[src/rtl/pid_pkg.sv]
// Shared definitions for the PID block and its setpoint sequencer.
package pid_pkg;

    // Data width shared by the PID input, set-point and sequencer paths.
    localparam int PID_DWI = 14;

    // Sequencer states; ST_SETTLE is only reachable with PID_SP_SETTLE_EN.
    typedef enum logic [1:0] {
        ST_IDLE   = 2'd0,
        ST_RAMP   = 2'd1,
        ST_SETTLE = 2'd2
    } sp_state_t;

endpackage

[src/rtl/pid_sp_ramp_if.sv]
// Target handshake between the register bank / sequencing logic and pid_sp_ramp.
interface pid_sp_ramp_if
    import pid_pkg::*;
#(
    parameter int DWI = PID_DWI
);
    logic signed [DWI-1:0] dat;   // target setpoint
    logic                  irst;  // request integrator reset with this target
    logic                  vld;
    logic                  rdy;

    modport master (output dat, irst, vld, input rdy);
    modport slave  (input dat, irst, vld, output rdy);
endinterface

[src/rtl/pid_settle.sv]
// Settle detector: tolerance compare of set_sp against the measured loop
// input plus a saturating in-tolerance hold counter. Compiled in only with
// PID_SP_SETTLE_EN.
module pid_settle
    import pid_pkg::*;
#(
    parameter int DWI = PID_DWI,
    parameter int SW  = 16
) (
    input  logic                  clk,
    input  logic                  rstn,
    input  logic                  en,        // in SETTLE and not being retargeted
    input  logic signed [DWI-1:0] set_sp,
    input  logic signed [DWI-1:0] mon_dat,
    input  logic        [DWI-1:0] cfg_tol,
    input  logic        [SW-1:0]  cfg_hold,
    output logic                  hit        // hold reached on an in-tolerance cycle
);

    logic signed [DWI:0] err;
    logic        [DWI:0] err_mag;   // unsigned, so 2^DWI fits
    logic                in_tol;
    logic        [SW-1:0] hold_cnt;

    // Error magnitude in DWI+1 bits and tolerance decision.
    always_comb begin
        err     = {set_sp[DWI-1], set_sp} - {mon_dat[DWI-1], mon_dat};
        err_mag = err[DWI] ? -err : err;
        in_tol  = (err_mag <= {1'b0, cfg_tol});
        hit     = en && in_tol && (hold_cnt == cfg_hold);
    end

    // Hold counter: counts consecutive in-tolerance cycles, saturates at all-ones.
    always_ff @(posedge clk) begin
        if (!rstn || !en || !in_tol || hit) begin
            hold_cnt <= '0;
        end else if (hold_cnt != '1) begin
            hold_cnt <= hold_cnt + 1'b1;
        end
    end

endmodule

[src/rtl/pid_sp_ramp.sv]
// Setpoint sequencer for the PID block: accepts targets over a valid/ready
// handshake, slews set_sp toward each target in rate-limited steps, issues an
// optional one-cycle integrator reset and reports completion on done.
// Build option: PID_SP_SETTLE_EN adds a SETTLE state that waits for the
// measured signal to stay within tolerance before done; without it, done
// pulses on the step that reaches the target.
module pid_sp_ramp
    import pid_pkg::*;
#(
    parameter int DWI = PID_DWI,
    parameter int CW  = 16,
    parameter int SW  = 16
) (
    input  logic                  clk,
    input  logic                  rstn,
    pid_sp_ramp_if.slave          tgt,
    input  logic        [DWI-1:0] cfg_step,
    input  logic        [CW-1:0]  cfg_div,
    input  logic        [DWI-1:0] cfg_tol,
    input  logic        [SW-1:0]  cfg_hold,
    input  logic signed [DWI-1:0] mon_dat,
    output logic signed [DWI-1:0] set_sp,
    output logic                  int_rst,
    output logic                  busy,
    output logic                  done
);

    sp_state_t             state, state_nxt;
    logic                  done_nxt;

    logic signed [DWI-1:0] tgt_q;
    logic        [DWI-1:0] step_q;
    logic        [CW-1:0]  div_q;
    logic        [CW-1:0]  div_cnt;

    logic                  accept;
    logic                  tick;
    logic signed [DWI:0]   diff;
    logic        [DWI:0]   diff_mag;
    logic                  snap;       // this step lands exactly on the target
    logic signed [DWI-1:0] sp_nxt;

    // Handshake and status decode straight from the state register.
    assign tgt.rdy = (state != ST_RAMP);
    assign busy    = (state != ST_IDLE);
    assign accept  = tgt.vld && tgt.rdy;
    assign tick    = (state == ST_RAMP) && (div_cnt == div_q);

`ifdef PID_SP_SETTLE_EN
    logic settle_hit;

    pid_settle #(
        .DWI (DWI),
        .SW  (SW)
    ) u_settle (
        .clk      (clk),
        .rstn     (rstn),
        .en       ((state == ST_SETTLE) && !accept),
        .set_sp   (set_sp),
        .mon_dat  (mon_dat),
        .cfg_tol  (cfg_tol),
        .cfg_hold (cfg_hold),
        .hit      (settle_hit)
    );
`else
    // Monitor and settle configuration have no function in this build.
    logic unused_settle;
    assign unused_settle = ^{mon_dat, cfg_tol, cfg_hold};
`endif

    // Next rate-limited setpoint; the result always lies between set_sp and
    // the target, so the DWI-bit truncation cannot wrap.
    // NOTE: every always_comb output gets a value on every path; a missing
    // default would infer a latch.
    always_comb begin
        diff     = {tgt_q[DWI-1], tgt_q} - {set_sp[DWI-1], set_sp};
        diff_mag = diff[DWI] ? -diff : diff;
        snap     = (step_q == '0) || (diff_mag <= {1'b0, step_q});
        if (snap) begin
            sp_nxt = tgt_q;
        end else if (diff[DWI]) begin
            sp_nxt = set_sp - step_q;
        end else begin
            sp_nxt = set_sp + step_q;
        end
    end

    // Next-state and done decode.
    always_comb begin
        state_nxt = state;
        done_nxt  = 1'b0;
        case (state)
            ST_IDLE: begin
                if (accept) state_nxt = ST_RAMP;
            end
            ST_RAMP: begin
                if (tick && snap) begin
`ifdef PID_SP_SETTLE_EN
                    state_nxt = ST_SETTLE;
`else
                    state_nxt = ST_IDLE;
                    done_nxt  = 1'b1;
`endif
                end
            end
`ifdef PID_SP_SETTLE_EN
            ST_SETTLE: begin
                // A new target aborts settling without done.
                if (accept) begin
                    state_nxt = ST_RAMP;
                end else if (settle_hit) begin
                    state_nxt = ST_IDLE;
                    done_nxt  = 1'b1;
                end
            end
`endif
            default: state_nxt = ST_IDLE;
        endcase
    end

    // State register.
    // NOTE: sequential state uses non-blocking assignments so every register
    // samples pre-edge values regardless of block ordering.
    always_ff @(posedge clk) begin
        if (!rstn) state <= ST_IDLE;
        else       state <= state_nxt;
    end

    // Datapath: target latch, interval counter, setpoint and output pulses.
    // NOTE: the latched target/step/interval are reset too, so a reset
    // mid-ramp discards them instead of leaving stale values behind.
    always_ff @(posedge clk) begin
        if (!rstn) begin
            tgt_q   <= '0;
            step_q  <= '0;
            div_q   <= '0;
            div_cnt <= '0;
            set_sp  <= '0;
            int_rst <= 1'b0;
            done    <= 1'b0;
        end else begin
            done    <= done_nxt;
            int_rst <= accept && tgt.irst;
            if (accept) begin
                tgt_q   <= tgt.dat;
                step_q  <= cfg_step;
                div_q   <= cfg_div;
                div_cnt <= '0;
            end else if (state == ST_RAMP) begin
                if (tick) begin
                    div_cnt <= '0;
                    set_sp  <= sp_nxt;
                end else begin
                    div_cnt <= div_cnt + 1'b1;
                end
            end
        end
    end

endmodule
[src/flat_wrapper.sv]
// flat-port wrapper written by rule: the top's interface ports become plain ports
module pid_sp_ramp_flat import pid_pkg::*;
#(
    parameter int DWI = PID_DWI,
    parameter int CW  = 16,
    parameter int SW  = 16
)
  (clk, rstn, cfg_step, cfg_div, cfg_tol, cfg_hold, mon_dat, set_sp, int_rst, busy, done, tgt_dat, tgt_irst, tgt_vld, tgt_rdy);
  pid_sp_ramp_if #(.DWI(DWI)) tgt_i ();
  input  logic clk;
  input  logic rstn;
  input  logic        [DWI-1:0] cfg_step;
  input  logic        [CW-1:0] cfg_div;
  input  logic        [DWI-1:0] cfg_tol;
  input  logic        [SW-1:0] cfg_hold;
  input  logic signed [DWI-1:0] mon_dat;
  output logic signed [DWI-1:0] set_sp;
  output logic int_rst;
  output logic busy;
  output logic done;
  input wire logic [$bits(tgt_i.dat)-1:0] tgt_dat;
  input wire logic [$bits(tgt_i.irst)-1:0] tgt_irst;
  input wire logic [$bits(tgt_i.vld)-1:0] tgt_vld;
  output wire logic [$bits(tgt_i.rdy)-1:0] tgt_rdy;
  assign tgt_i.dat = tgt_dat;
  assign tgt_i.irst = tgt_irst;
  assign tgt_i.vld = tgt_vld;
  assign tgt_rdy = tgt_i.rdy;
  pid_sp_ramp #(.DWI(DWI), .CW(CW), .SW(SW)) u_core (.clk(clk), .rstn(rstn), .tgt(tgt_i), .cfg_step(cfg_step), .cfg_div(cfg_div), .cfg_tol(cfg_tol), .cfg_hold(cfg_hold), .mon_dat(mon_dat), .set_sp(set_sp), .int_rst(int_rst), .busy(busy), .done(done));
endmodule
[config.mk]
export PLATFORM = sky130hd
export DESIGN_NAME = pid_sp_ramp_flat
export DESIGN_NICKNAME = d
export VERILOG_FILES = /design/src/rtl/pid_pkg.sv /design/src/rtl/pid_sp_ramp_if.sv /design/src/rtl/pid_settle.sv /design/src/rtl/pid_sp_ramp.sv /design/src/flat_wrapper.sv
export SDC_FILE = /design/constraint.sdc
export NUM_CORES = 1
export LEC_CHECK = 0
export BUFFER_PORTS_ARGS = -buffer_cell sky130_fd_sc_hd__buf_2
export CORE_ASPECT_RATIO = 1.4
export CORE_UTILIZATION = 40
export CTS_CLUSTER_SIZE = 25
export DETAILED_ROUTE_END_ITERATION = 16
export MAX_ROUTING_LAYER = met4
export REMOVE_ABC_BUFFERS = 1
export SLEW_MARGIN = 20
export SYNTH_ARGS = -nofsm -noshare
export SYNTH_HDL_FRONTEND = slang
export SYNTH_SLANG_ARGS = --single-unit
export TNS_END_PERCENT = 100
[constraint.sdc]
create_clock -name clk -period 4.8 [get_ports clk]
set_input_delay 0.48 -clock clk [delete_from_list [all_inputs] [get_ports clk]]
set_output_delay 0.48 -clock clk [all_outputs]
set_load 0.005 [all_outputs]
==> key figures, run 1 <==
Finish
  – Commonest non-fill, non-tap cell in the layout: dfxtp_1
  – Fill cell count: between 1000 and 1500
  – Multi-input logic area: between 0.003 and 0.004 mm²
  – Final net count: 849
  – Fraction of layout cells with a size suffix above 1: approximately a quarter
  – Diode count: 0
  – Storage cell area: between 0.0015 and 0.002 mm²
  – Post-layout util: just over 50%
  – Most frequent cells in the layout: 75 x dfxtp_1, 65 x buf_2, 51 x buf_4, 48 x xnor2_1, 44 x a22o_1
  – P&R area growth vs syn: 26.25%

Global route
  – Routing usage on met2: 41.00%
  – Met3 Usage GRT: 2.588%
  – GR Util met1: between 20% and 30%
  – Antenna violations before repair: 0
  – GR peak layer: met2
  – First-pass GRT wire length: roughly 23 mm
  – GR Overflow Total: 0
  – Total track usage: between 20% and 30%
  – Largest net degree at the start of global routing: 46
  – Vias in the first global route: between 4000 and 5000

Yosys
  – Synth unique cells: 65
  – Cells after Synth: 602
  – Post-synth EDFFs: 0
  – FF+latch count, synth: 77
  – Mapped cell area: between 0.005 and 0.006 mm²
  – Asr flop ratio synth: 0%
  – Syn. warnings: 0
  – Synth top area cells: dfxtp_1 29%, ha_1 11%, xnor2_1 8.4%
  – Sequential area share after synthesis: between 20% and 30%
  – Mean Syn Cell Area: around 8.7 µm²
  – Top FF cell, synth: dfxtp_1
  – Post-synth top area cell: dfxtp_1
  – Yosys top cell area share: between 20% and 30%

Route
  – 1st-iter DRT viols: roughly 160
  – Vias post-DR: approximately 4700
  – Pre-Repair DR Iteration Count: 4
  – Residual DRC count: 0
  – WL final: approximately 14 mm
  – Vias/cell: roughly 5.4
  – Routed Antenna Nets: 0
  – DR WL/cell: approximately 16 µm

Pwr
  – Max VDD drop: between 0.2 and 0.3 mV
  – Leak Pwr: ~2.9 nW
  – Pwr Total: approximately 0.0034 W
  – Clock power frac: 22.7%
  – PwrDens: 511.2 mW/mm²
  – Int Power: roughly 0.0021 W
  – Sw frac: 37.51%
  – Register share of total power: approximately a fifth
  – Net Switching: ~0.0013 W
  – Gate power share: 56.2%

CTS
  – CTS Buffer Depth: 2
  – Clock transition at path regs: 0.06 ns
  – CTS root buffer: clkbuf_16
  – Clk sink count: 77
  – H-tree level count: 3
  – CTS tree: yes
  – Worst skew pair latency: 0.34 ns
  – Hold_buf cts: 0
  – Number of buffers created by CTS: 9

Floorplan
  – Starting Density: between 40% and 50%
  – Core footprint: between 0.01 and 0.015 mm²
  – Die height: around 140 µm
  – Row count: between 40 and 50
  – Io pins: 110
  – Die span in x: between 90 and 100 µm
  – Total Die Area: roughly 0.014 mm²

Worst hold path
  – Min-delay worst type: in -> reg

Worst setup path
  – CP max stage cell: a211o_1
  – Maximum fanout along the worst path: 7
  – Cell family with most CP delay: compound AO/OA/AOI/OAI gates
  – CP required: 5.06 ns
  – Setup CP Type: reg -> reg
  – Buf/Inv on CP: 6
  – CP startpoint kind: flop
  – Crit path top cell by count: o21a_1
  – WP depth: 25
  – R2r startpoint: u_core.tgt_q[0]
  – Depth of the worst register-to-register path: 25
  – Worst Setup SP: u_core.tgt_q[0]
  – R2r setup slk: around 0.11 ns
  – Setup crit end: u_core.set_sp[0]
  – Crit-path max cell delay: 0.36 ns
  – Arrival time worst endpoint: ~5 ns
  – Crit end category: flop
  – FF-to-FF End: u_core.set_sp[0]

STA
  – Final setup vio count: 0
  – Max-slew headroom: ~27%
  – RSZ-0062 raised after global routing: yes
  – Final Hold Viols: 0
  – Final min period: 4.689 ns
  – Tcrit/Tclk final: roughly 100%
  – Fin Clk Skew: 0.006664 ns
  – Worst setup margin: around 0.11 ns
  – Least-Margin Pin Slew: between 1 and 1.5 ns
  – Fmax: between 200 and 250 MHz
  – Count of pins over their slew limit: 0

Job
  – Max_cap viols: 0

Place
  – Place WS: -0.2597 ns
  – Port bufs: 65
  – Hpwl dp: between 10 and 15 mm
  – Placer congestion estimate: 0.9273

Outcome
  – Status: completed
[cells by family after synthesis]
logic type	after synthesis	synth area share, %
simple gates	171	16.51
compound gates	149	21.57
flops	77	29.43
xor+xnor	76	13.00
buf+inv	68	5.256
fa+ha+maj	46	11.28
mux	15	2.962
[worst reg2reg max path: stages, from the launching register on]
cell and delay [ns]:
dfxtp_2 0.32, inv_2 0.07, ha_4 0.13, inv_2 0.04, fa_2 0.33, a211o_1 0.36
a21oi_4 0.19, o31ai_4 0.09, o211a_1 0.25, o21ai_1 0.12, buf_4 0.19, buf_6 0.12
inv_2 0.04, nor2_2 0.10, xnor2_1 0.14, ha_1 0.27, o21a_1 0.11, o21a_1 0.17
o21a_1 0.16, o21a_1 0.17, o211ai_1 0.25, a41oi_2 0.18, a31oi_4 0.25, buf_12 0.19
mux2_4 0.31, o21ai_2 0.10
[power by group through the flow]
stage               Clock, W  Combinational [W]  Sequential (W)
floorplan                  0            0.00118        0.000716
global placement           0            0.00164        0.000724
detailed placement         0            0.00166        0.000725
CTS                 0.000778            0.00190        0.000712
global route        0.000807            0.00210        0.000718
finish              0.000767            0.00190        0.000713
[sequential cells by signal, indices dropped and copies added (netlist names)]
| name | count |
|---|---|
| u_core.state | 1 |
| u_core.tgt_q | 14 |
| u_core.set_sp | 14 |
| u_core.step_q | 14 |
| u_core.int_rst | 1 |
| u_core.div_q | 16 |
| u_core.done | 1 |
| u_core.div_cnt | 16 |
[worst min path at each step]
stage	from	to	cells past startpoint
finish	tgt_irst	u_core.int_rst	2
global route	tgt_irst	u_core.int_rst	2
CTS	tgt_irst	u_core.int_rst	2
detailed placement	u_core.set_sp[8]	u_core.set_sp[8]	2
global placement	u_core.set_sp[8]	u_core.set_sp[8]	2
floorplan	u_core.tgt_q[0]	u_core.tgt_q[0]	1
[metrics by stage]
stage | std cells | TNS (ns) | hold slack [ns] | instance area, µm²
global placement | 846 | -1.340 | 0.4738 | 6041
floorplan | 579 | -6.204 | 0.4493 | 5131
finish | 869 | 0 | 0.3461 | 6613
global route | 869 | -0.8079 | 0.3483 | 6613
CTS | 865 | 0 | 0.3351 | 6481
detailed placement | 846 | -1.458 | 0.4816 | 6041
[metal layers]
metal	routed length [µm]	share of wire [%]	vias up
li1	-	-	2365
met1	5737	41	2206
met2	7400	53	85
met3	431	3.1	25
met4	408	2.9	0
met5	0	0	-
[layout make-up]
type | instances | share of cell area, %
Tap cell | 153 | 2.895
Inverter | 45 | 2.554
Clock buffer | 10 | 3.614
Clock inverter | 6 | 1.400
Timing Repair Buffer | 121 | 11.83
Sequential cell | 77 | 23.35
Multi-Input combinational cell | 457 | 54.36
[timing repair]
action | in CTS | in global routing
gates cloned | 1 | 0
buffers inserted | 2 | 6
pin swaps | 8 | 19
resized for setup | 13 | 26
endpoints found under the setup margin | 16 | 16
[Yosys cell counts (all sizes together) (4+ instances only)]
| library cell | n |
|---|---|
| buf | 4 |
| nand2b | 8 |
| nand3 | 15 |
| xnor2 | 50 |
| a41oi | 4 |
| a31oi | 5 |
| mux2i | 14 |
| nand4 | 10 |
| nand2 | 44 |
| nor3 | 9 |
| clkbuf | 19 |
| o31ai | 6 |
| nor2b | 6 |
| dfxtp | 77 |
| a21o | 5 |
| inv | 45 |
| xor2 | 26 |
| nor4 | 5 |
| and2 | 6 |
| o21a | 8 |
| o21ai | 35 |
| a21oi | 17 |
| or3 | 4 |
| nor2 | 42 |
| a22o | 44 |
| and3 | 6 |
| ha | 44 |
(Power assumes the default switching activity.)
==> inputs of run 2 (changes only) <==
--- a/config.mk
+++ b/config.mk
@@ -12,6 +12,7 @@
 export DETAILED_ROUTE_END_ITERATION = 16
 export MAX_ROUTING_LAYER = met4
 export REMOVE_ABC_BUFFERS = 1
+export SETUP_SLACK_MARGIN = 0.15
 export SLEW_MARGIN = 20
 export SYNTH_ARGS = -nofsm -noshare
 export SYNTH_HDL_FRONTEND = slang
==> key figures, run 2 (synthesis results as in run 1) <==
Outcome
  – Status: completed (unchanged)

Global route
  – Largest net degree at the start of global routing: 46 (unchanged)
  – GR Overflow Total: 0 (unchanged)
  – Antenna violations before repair: 0 (unchanged)
  – Vias in the first global route: 4805 (was 4769)
  – Total track usage: 22.59% (was 22.44%)
  – First-pass GRT wire length: 23.30 mm (was 23.12 mm)

Route
  – Residual DRC count: 0 (unchanged)
  – Vias post-DR: 4704 (was 4681)
  – WL final: 14.06 mm (was 13.98 mm)
  – 1st-iter DRT viols: 200 (was 158)
  – Vias/cell: 5.394 (was 5.387)
  – DR WL/cell: 16.12 µm (was 16.08 µm)
  – Routed Antenna Nets: 0 (unchanged)
  – Pre-Repair DR Iteration Count: 4 (unchanged)

Worst hold path
  – Min-delay worst type: in -> reg (unchanged)

STA
  – Tcrit/Tclk final: 97.10% (was 97.68%)
  – Final Hold Viols: 0 (unchanged)
  – Count of pins over their slew limit: 0 (unchanged)
  – Final setup vio count: 0 (unchanged)
  – Fmax: 214.6 MHz (was 213.3 MHz)
  – Least-Margin Pin Slew: 1.082 ns (was 1.089 ns)
  – Max-slew headroom: 27.73% (was 27.26%)
  – RSZ-0062 raised after global routing: yes (unchanged)
  – Fin Clk Skew: 0.006552 ns (was 0.006664 ns)
  – Worst setup margin: 0.1393 ns (was 0.1115 ns)
  – Final min period: 4.661 ns (was 4.689 ns)

Place
  – Hpwl dp: 10.40 mm (unchanged)
  – Placer congestion estimate: 0.9273 (unchanged)
  – Place WS: -0.2597 ns (unchanged)
  – Port bufs: 65 (unchanged)

Floorplan
  – Die span in x: 98.71 µm (unchanged)
  – Total Die Area: 0.01356 mm² (unchanged)
  – Starting Density: 40.87% (unchanged)
  – Core footprint: 0.01281 mm² (unchanged)
  – Die height: 137.4 µm (unchanged)
  – Io pins: 110 (unchanged)
  – Row count: 49 (unchanged)

Finish
  – Multi-input logic area: 0.003612 mm² (was 0.003595 mm²)
  – P&R area growth vs syn: 27.54% (was 26.25%)
  – Most frequent cells in the layout: 75 x dfxtp_1, 65 x buf_2, 51 x buf_4, 48 x xnor2_1, 44 x a22o_1 (unchanged)
  – Diode count: 0 (unchanged)
  – Fill cell count: 1173 (was 1191)
  – Biggest regs: u_core.div_cnt: 16 flops, u_core.div_q: 16 flops (unchanged)
  – Fraction of layout cells with a size suffix above 1: 25.87% (was 25.14%)
  – Storage cell area: 0.001544 mm² (unchanged)
  – Commonest non-fill, non-tap cell in the layout: dfxtp_1 (unchanged)
  – Final net count: 852 (was 849)

Pwr
  – Pwr Total: 0.003515 W (was 0.003380 W)
  – Max VDD drop: 0.2502 mV (was 0.2838 mV)
  – Leak Pwr: 2.889 nW (was 2.860 nW)
  – PwrDens: 526.2 mW/mm² (was 511.2 mW/mm²)

CTS
  – CTS root buffer: clkbuf_16 (unchanged)
  – H-tree level count: 3 (unchanged)
  – Clk sink count: 77 (unchanged)
  – Clock transition at path regs: 0.06 ns (about the same)
  – CTS Buffer Depth: 2 (unchanged)
  – Worst skew pair latency: 0.34 ns (about the same)
  – Number of buffers created by CTS: 9 (unchanged)
  – CTS tree: yes (unchanged)

Job
  – Max_cap viols: 0 (unchanged)

Worst setup path
  – CP startpoint kind: flop (unchanged)
  – Setup CP Type: reg -> reg (unchanged)
  – R2r setup slk: 0.14 ns (was 0.11 ns)
  – Maximum fanout along the worst path: 6 (was 7)
  – Arrival time worst endpoint: 4.86 ns (was 4.95 ns)
  – CP required: 5.00 ns (was 5.06 ns)
  – Crit end category: flop (unchanged)
==> run 2: path summary, 6_finish.rpt <==
| check | startpoint | endpoint | depth (start not counted) |
|---|---|---|---|
| max | u_core.tgt_q[0] | u_core.set_sp[11] | 26 |
| min | tgt_irst | u_core.int_rst | 2 |
| min reg2reg | u_core.set_sp[8] | u_core.set_sp[8] | 2 |
| max reg2reg | u_core.tgt_q[0] | u_core.set_sp[11] | 26 |
==> run 2: worst max-delay path, cell delays in order (launching register included) <==
cell and delay, ns:
dfxtp_2 0.32, inv_2 0.07, ha_4 0.14, inv_2 0.04
fa_2 0.33, a211o_1 0.33, a21oi_4 0.19, o31ai_4 0.09
o211a_1 0.23, o21ai_1 0.11, buf_4 0.19, mux2i_4 0.26
ha_1 0.25, nor2b_4 0.13, o31ai_2 0.28, buf_4 0.18
nand2_2 0.05, a41oi_2 0.21, o21ai_1 0.10, and2_4 0.18
o41ai_4 0.27, buf_4 0.17, buf_6 0.09, buf_6 0.08
xnor2_2 0.05, mux2i_1 0.12, o21ai_1 0.07
==> run 2: layout make-up <==
type	count	area share, %
Clock buffer	10	3.577
Clock inverter	6	1.386
Inverter	45	2.529
Multi-Input combinational cell	457	54.07
Sequential cell	77	23.11
Tap cell	153	2.866
Timing Repair Buffer	124	12.46
==> run 2: what timing repair did <==
item	CTS	global route
gates cloned	1	0
buffers inserted	4	5
resized for setup	23	22
pin swaps	11	17
hold buffers	0	0
endpoints found under the setup margin	16	16
==> run 2: metrics by stage <==
| stage | area, µm² | setup TNS, ns | instances | hold slack [ns] | utilization (%) |
|---|---|---|---|---|---|
| floorplan | 5131 | -6.204 | 579 | 0.4493 | - |
| global placement | 6041 | -1.340 | 846 | 0.4738 | 47.14 |
| detailed placement | 6041 | -1.458 | 846 | 0.4816 | 47.14 |
| CTS | 6534 | 0 | 867 | 0.3351 | 50.99 |
| global route | 6680 | -0.7301 | 872 | 0.3483 | 52.13 |
| finish | 6680 | 0 | 872 | 0.3462 | 52.13 |
==> run 2: per-layer routing <==
| layer | vias up | GRT usage [%] | part of all wire, % |
|---|---|---|---|
| met2 | 69 | 41.24 | 53 |
| met1 | 2242 | 24.95 | 42 |
| li1 | 2369 | - | - |
| met5 | - | - | 0 |
| met4 | 0 | 9.453 | 2.8 |
| met3 | 24 | 2.638 | 2.1 |
==> run 2: power breakdown <==
group / total [W] / internal, W / switching, W
clock network: 0.000767 / 0.000474 / 0.000293
registers: 0.000713 / 0.000675 / 0.0000382
logic: 0.00204 / 0.00107 / 0.000970
total: 0.00351 / 0.00221 / 0.00130
==> inputs of run 3 (changes only) <==
--- a/config.mk
+++ b/config.mk
@@ -5,6 +5,7 @@
 export SDC_FILE = /design/constraint.sdc
 export NUM_CORES = 1
 export LEC_CHECK = 0
+export ABC_AREA = 1
 export BUFFER_PORTS_ARGS = -buffer_cell sky130_fd_sc_hd__buf_2
 export CORE_ASPECT_RATIO = 1.4
 export CORE_UTILIZATION = 40
==> key figures, run 3 <==
Route
  – Pre-Repair DR Iteration Count: 4 (unchanged)
  – WL final: 16.06 mm (was 14.06 mm)
  – Max Used Layer: met4 (unchanged)
  – 1st-iter DRT viols: 219 (was 200)
  – Residual DRC count: 0 (unchanged)
  – WL met2: 8.504 mm (was 7.468 mm)
  – Vias/cell: 4.947 (was 5.394)
  – DR WL/cell: 14.07 µm (was 16.12 µm)
  – Met3 Wirelength: 496 µm (was 291 µm)
  – Metal-1 WL: 6.385 mm (was 5.899 mm)
  – Vias post-DR: 5644 (was 4704)
  – Routed Antenna Nets: 0 (unchanged)

STA
  – Final Hold Viols: 0 (unchanged)
  – Least-Margin Pin Slew: 0.8790 ns (was 1.082 ns)
  – Max-slew headroom: 41.33% (was 27.73%)
  – RSZ-0062 raised after global routing: no (was yes)
  – Final setup vio count: 0 (unchanged)
  – Tcrit/Tclk final: 88.97% (was 97.10%)
  – Final min period: 4.271 ns (was 4.661 ns)
  – Worst setup margin: 0.5295 ns (was 0.1393 ns)
  – Setup TNS: 0 ns (unchanged)
  – Fin Clk Skew: 0.01128 ns (was 0.006552 ns)
  – Fmax: 234.2 MHz (was 214.6 MHz)
  – Count of pins over their slew limit: 0 (unchanged)

Yosys
  – Mapped cell area: 0.005798 mm² (was 0.005238 mm²)
  – Synth top area cells: dfxtp_1 27%, nand2_1 13%, ha_1 9.5% (was dfxtp_1 29%, ha_1 11%, xnor2_1 8.4%)
  – Post-synth top area cell: dfxtp_1 (unchanged)
  – Yosys top cell area share: 26.59% (was 29.43%)
  – Top cells by count, synth: 204 x nand2_1, 138 x inv_1, 77 x dfxtp_1 (was 77 x dfxtp_1, 50 x xnor2_1, 45 x inv_1)
  – FF+latch count, synth: 77 (unchanged)
  – Most frequent cell after synthesis: nand2_1 (was dfxtp_1)
  – Post-synth EDFFs: 0 (unchanged)
  – Synth unique cells: 43 (was 65)
  – Mean Syn Cell Area: 6.515 µm² (was 8.700 µm²)
  – Cells after Synth: 890 (was 602)
  – Asr flop ratio synth: 0% (unchanged)
  – Top FF cell, synth: dfxtp_1 (unchanged)
  – Sequential area share after synthesis: 26.59% (was 29.43%)
  – Syn. warnings: 0 (unchanged)

Worst setup path
  – Arrival time worst endpoint: 4.55 ns (was 4.86 ns)
  – Setup CP Type: reg -> reg (unchanged)
  – CP required: 5.08 ns (was 5.00 ns)
  – CP startpoint kind: flop (unchanged)
  – Crit-path max cell delay: 0.49 ns (was 0.33 ns)
  – Crit end category: flop (unchanged)
  – Crit path top cell by count: inv_1
  – CP max stage cell: fa_2 (unchanged)
  – Maximum fanout along the worst path: 10 (was 6)

CTS
  – Worst skew pair latency: 0.35 ns (was 0.34 ns)
  – CTS root buffer: clkbuf_16 (unchanged)
  – H-tree level count: 3 (unchanged)
  – Number of buffers created by CTS: 9 (unchanged)
  – Hold_buf cts: 0 (unchanged)
  – Clock transition at path regs: 0.07 ns (was 0.06 ns)
  – CTS tree: yes (unchanged)
  – CTS Buffer Depth: 2 (unchanged)
  – Clk sink count: 77 (unchanged)
  – PostCTS Resize Cnt: 0 (was 23)
  – Setup Buffers After CTS: 0 (was 4)

Finish
  – Final cell count without fillers: 1141 (was 872)
  – Final net count: 1089 (was 852)
  – Fraction of layout cells with a size suffix above 1: 13.28% (was 25.87%)
  – Multi-input logic area: 0.003638 mm² (was 0.003612 mm²)
  – Commonest non-fill, non-tap cell in the layout: nand2_1 (was dfxtp_1)
  – Storage cell area: 0.001543 mm² (was 0.001544 mm²)
  – P&R area growth vs syn: 14.93% (was 27.54%)
  – Fill cell count: 1525 (was 1173)
  – Most frequent cells in the layout: 204 x nand2_1, 138 x inv_1, 76 x dfxtp_1, 73 x nor2_1, 67 x nand3_1 (was 75 x dfxtp_1, 65 x buf_2, 51 x buf_4, 48 x xnor2_1, 44 x a22o_1)
  – Biggest regs: u_core.div_cnt: 16 flops, u_core.div_q: 16 flops (unchanged)
  – Diode count: 0 (unchanged)

Global route
  – Vias in the first global route: 5264 (was 4805)
  – First-pass GRT wire length: 25.62 mm (was 23.30 mm)
  – Total track usage: 22.80% (was 22.59%)
  – GR Overflow Total: 0 (unchanged)
  – Largest net degree at the start of global routing: 58 (was 46)
  – Antenna violations before repair: 0 (unchanged)

Floorplan
  – Total Die Area: 0.01499 mm² (was 0.01356 mm²)
  – Die height: 144.5 µm (was 137.4 µm)
  – Core footprint: 0.01404 mm² (was 0.01281 mm²)
  – Die span in x: 103.8 µm (was 98.71 µm)
  – Starting Density: 41.30% (was 40.87%)
  – Row count: 51 (was 49)
  – Io pins: 110 (unchanged)

Pwr
  – Leak Pwr: 3.337 nW (was 2.889 nW)
  – Clock power frac: 27.9% (was 21.8%)
  – Register share of total power: 26.8% (was 20.3%)
  – Net Switching: 0.001046 W (was 0.001301 W)
  – Pwr Total: 0.002604 W (was 0.003515 W)
  – Sw frac: 40.17% (was 37.03%)
  – Max VDD drop: 0.2069 mV (was 0.2502 mV)
  – Gate power share: 45.3% (was 57.9%)
  – Int Power: 0.001558 W (was 0.002213 W)
  – PwrDens: 390.7 mW/mm² (was 526.2 mW/mm²)

Place
  – Place WS: 0.4815 ns (was -0.2597 ns)
  – Cell count after placement: 1125 (was 846)
  – Placer congestion estimate: 0.9164 (was 0.9273)
  – Port bufs: 65 (unchanged)
  – Hpwl dp: 12.63 mm (was 10.40 mm)

Outcome
  – Status: completed (unchanged)

Job
  – Max_cap viols: 0 (unchanged)

Worst hold path
  – Min-delay worst type: in -> reg (unchanged)
[run 3: cell types whose count changed in the layout (fill, tap and decap cells not counted), sizes merged, moves of 8 or more]
| cell | before | now |
|---|---|---|
| o21ai | 35 | 57 |
| nand3 | 15 | 74 |
| nor2 | 42 | 80 |
| a21oi | 17 | 58 |
| inv | 47 | 144 |
| nand2b | 8 | 0 |
| nand4 | 10 | 22 |
| xor2 | 26 | 35 |
| nand2 | 44 | 212 |
| mux2i | 14 | 0 |
| xnor2 | 50 | 11 |
| a22o | 44 | 0 |
| buf | 124 | 74 |
[run 3: worst max-delay path: cells and delay by family, from the launching register on]
kind	cells	cell delay, ns
flip-flops	1	0.32
adder cells (fa/ha/maj)	4	1.08
XOR/XNOR	1	0.12
buffers and inverters	7	0.71
AND/OR/NAND/NOR	14	1.58
AO/OA/AOI/OAI	3	0.40
[run 3: stage by stage]
| stage | area [µm²] | util [%] | hold WS, ns |
|---|---|---|---|
| final | 6664 | 47.47 | 0.3551 |
| after global routing | 6664 | 47.47 | 0.3608 |
| after CTS | 6629 | 47.22 | 0.3497 |
| after detailed placement | 6311 | 44.96 | 0.4616 |
| after global placement | 6311 | 44.96 | 0.4564 |
| after floorplan | 5687 | - | 0.4431 |
[run 3: logic make-up after synthesis]
group | share of synthesized area [%]
AND/OR/NAND/NOR | 32.61
buffers and inverters | 11.18
AO/OA/AOI/OAI | 12.49
flip-flops | 26.59
XOR/XNOR | 6.949
adder cells (fa/ha/maj) | 10.19
[run 3: area by class of cell]
| cell class | count | area share [%] |
|---|---|---|
| clock buffers | 11 | 3.793 |
| repair buffers | 74 | 5.896 |
| flip-flops and latches | 77 | 23.15 |
| clock inverters | 5 | 0.9763 |
| inverters | 143 | 8.111 |
| well taps | 185 | 3.474 |
| multi-input cells | 646 | 54.60 |
[run 3: metal layers]
metal	vias up	GRT usage (%)
met2	94	44.08
met4	0	12.03
met1	2512	22.28
li1	3004	-
met5	-	-
met3	34	2.929
[run 3: power groups by stage]
stage / registers [W] / logic (W) / clock network, W
after floorplan: 0.000704 / 0.000834 / 0
after global placement: 0.000712 / 0.00116 / 0
after detailed placement: 0.000713 / 0.00117 / 0
after CTS: 0.000698 / 0.00117 / 0.000747
after global routing: 0.000702 / 0.00133 / 0.000773
final: 0.000698 / 0.00118 / 0.000726
[run 3: path summary, 6_finish.rpt]
path,startpoint,endpoint,slack (ns),depth (start not counted)
setup / recovery,u_core.tgt_q[0],u_core.set_sp[8],0.53,29
hold / removal,tgt_dat[2],u_core.tgt_q[2],0.36,3
setup reg to reg,u_core.tgt_q[0],u_core.set_sp[8],0.53,29
hold reg to reg,u_core.div_q[0],u_core.div_q[0],0.47,2
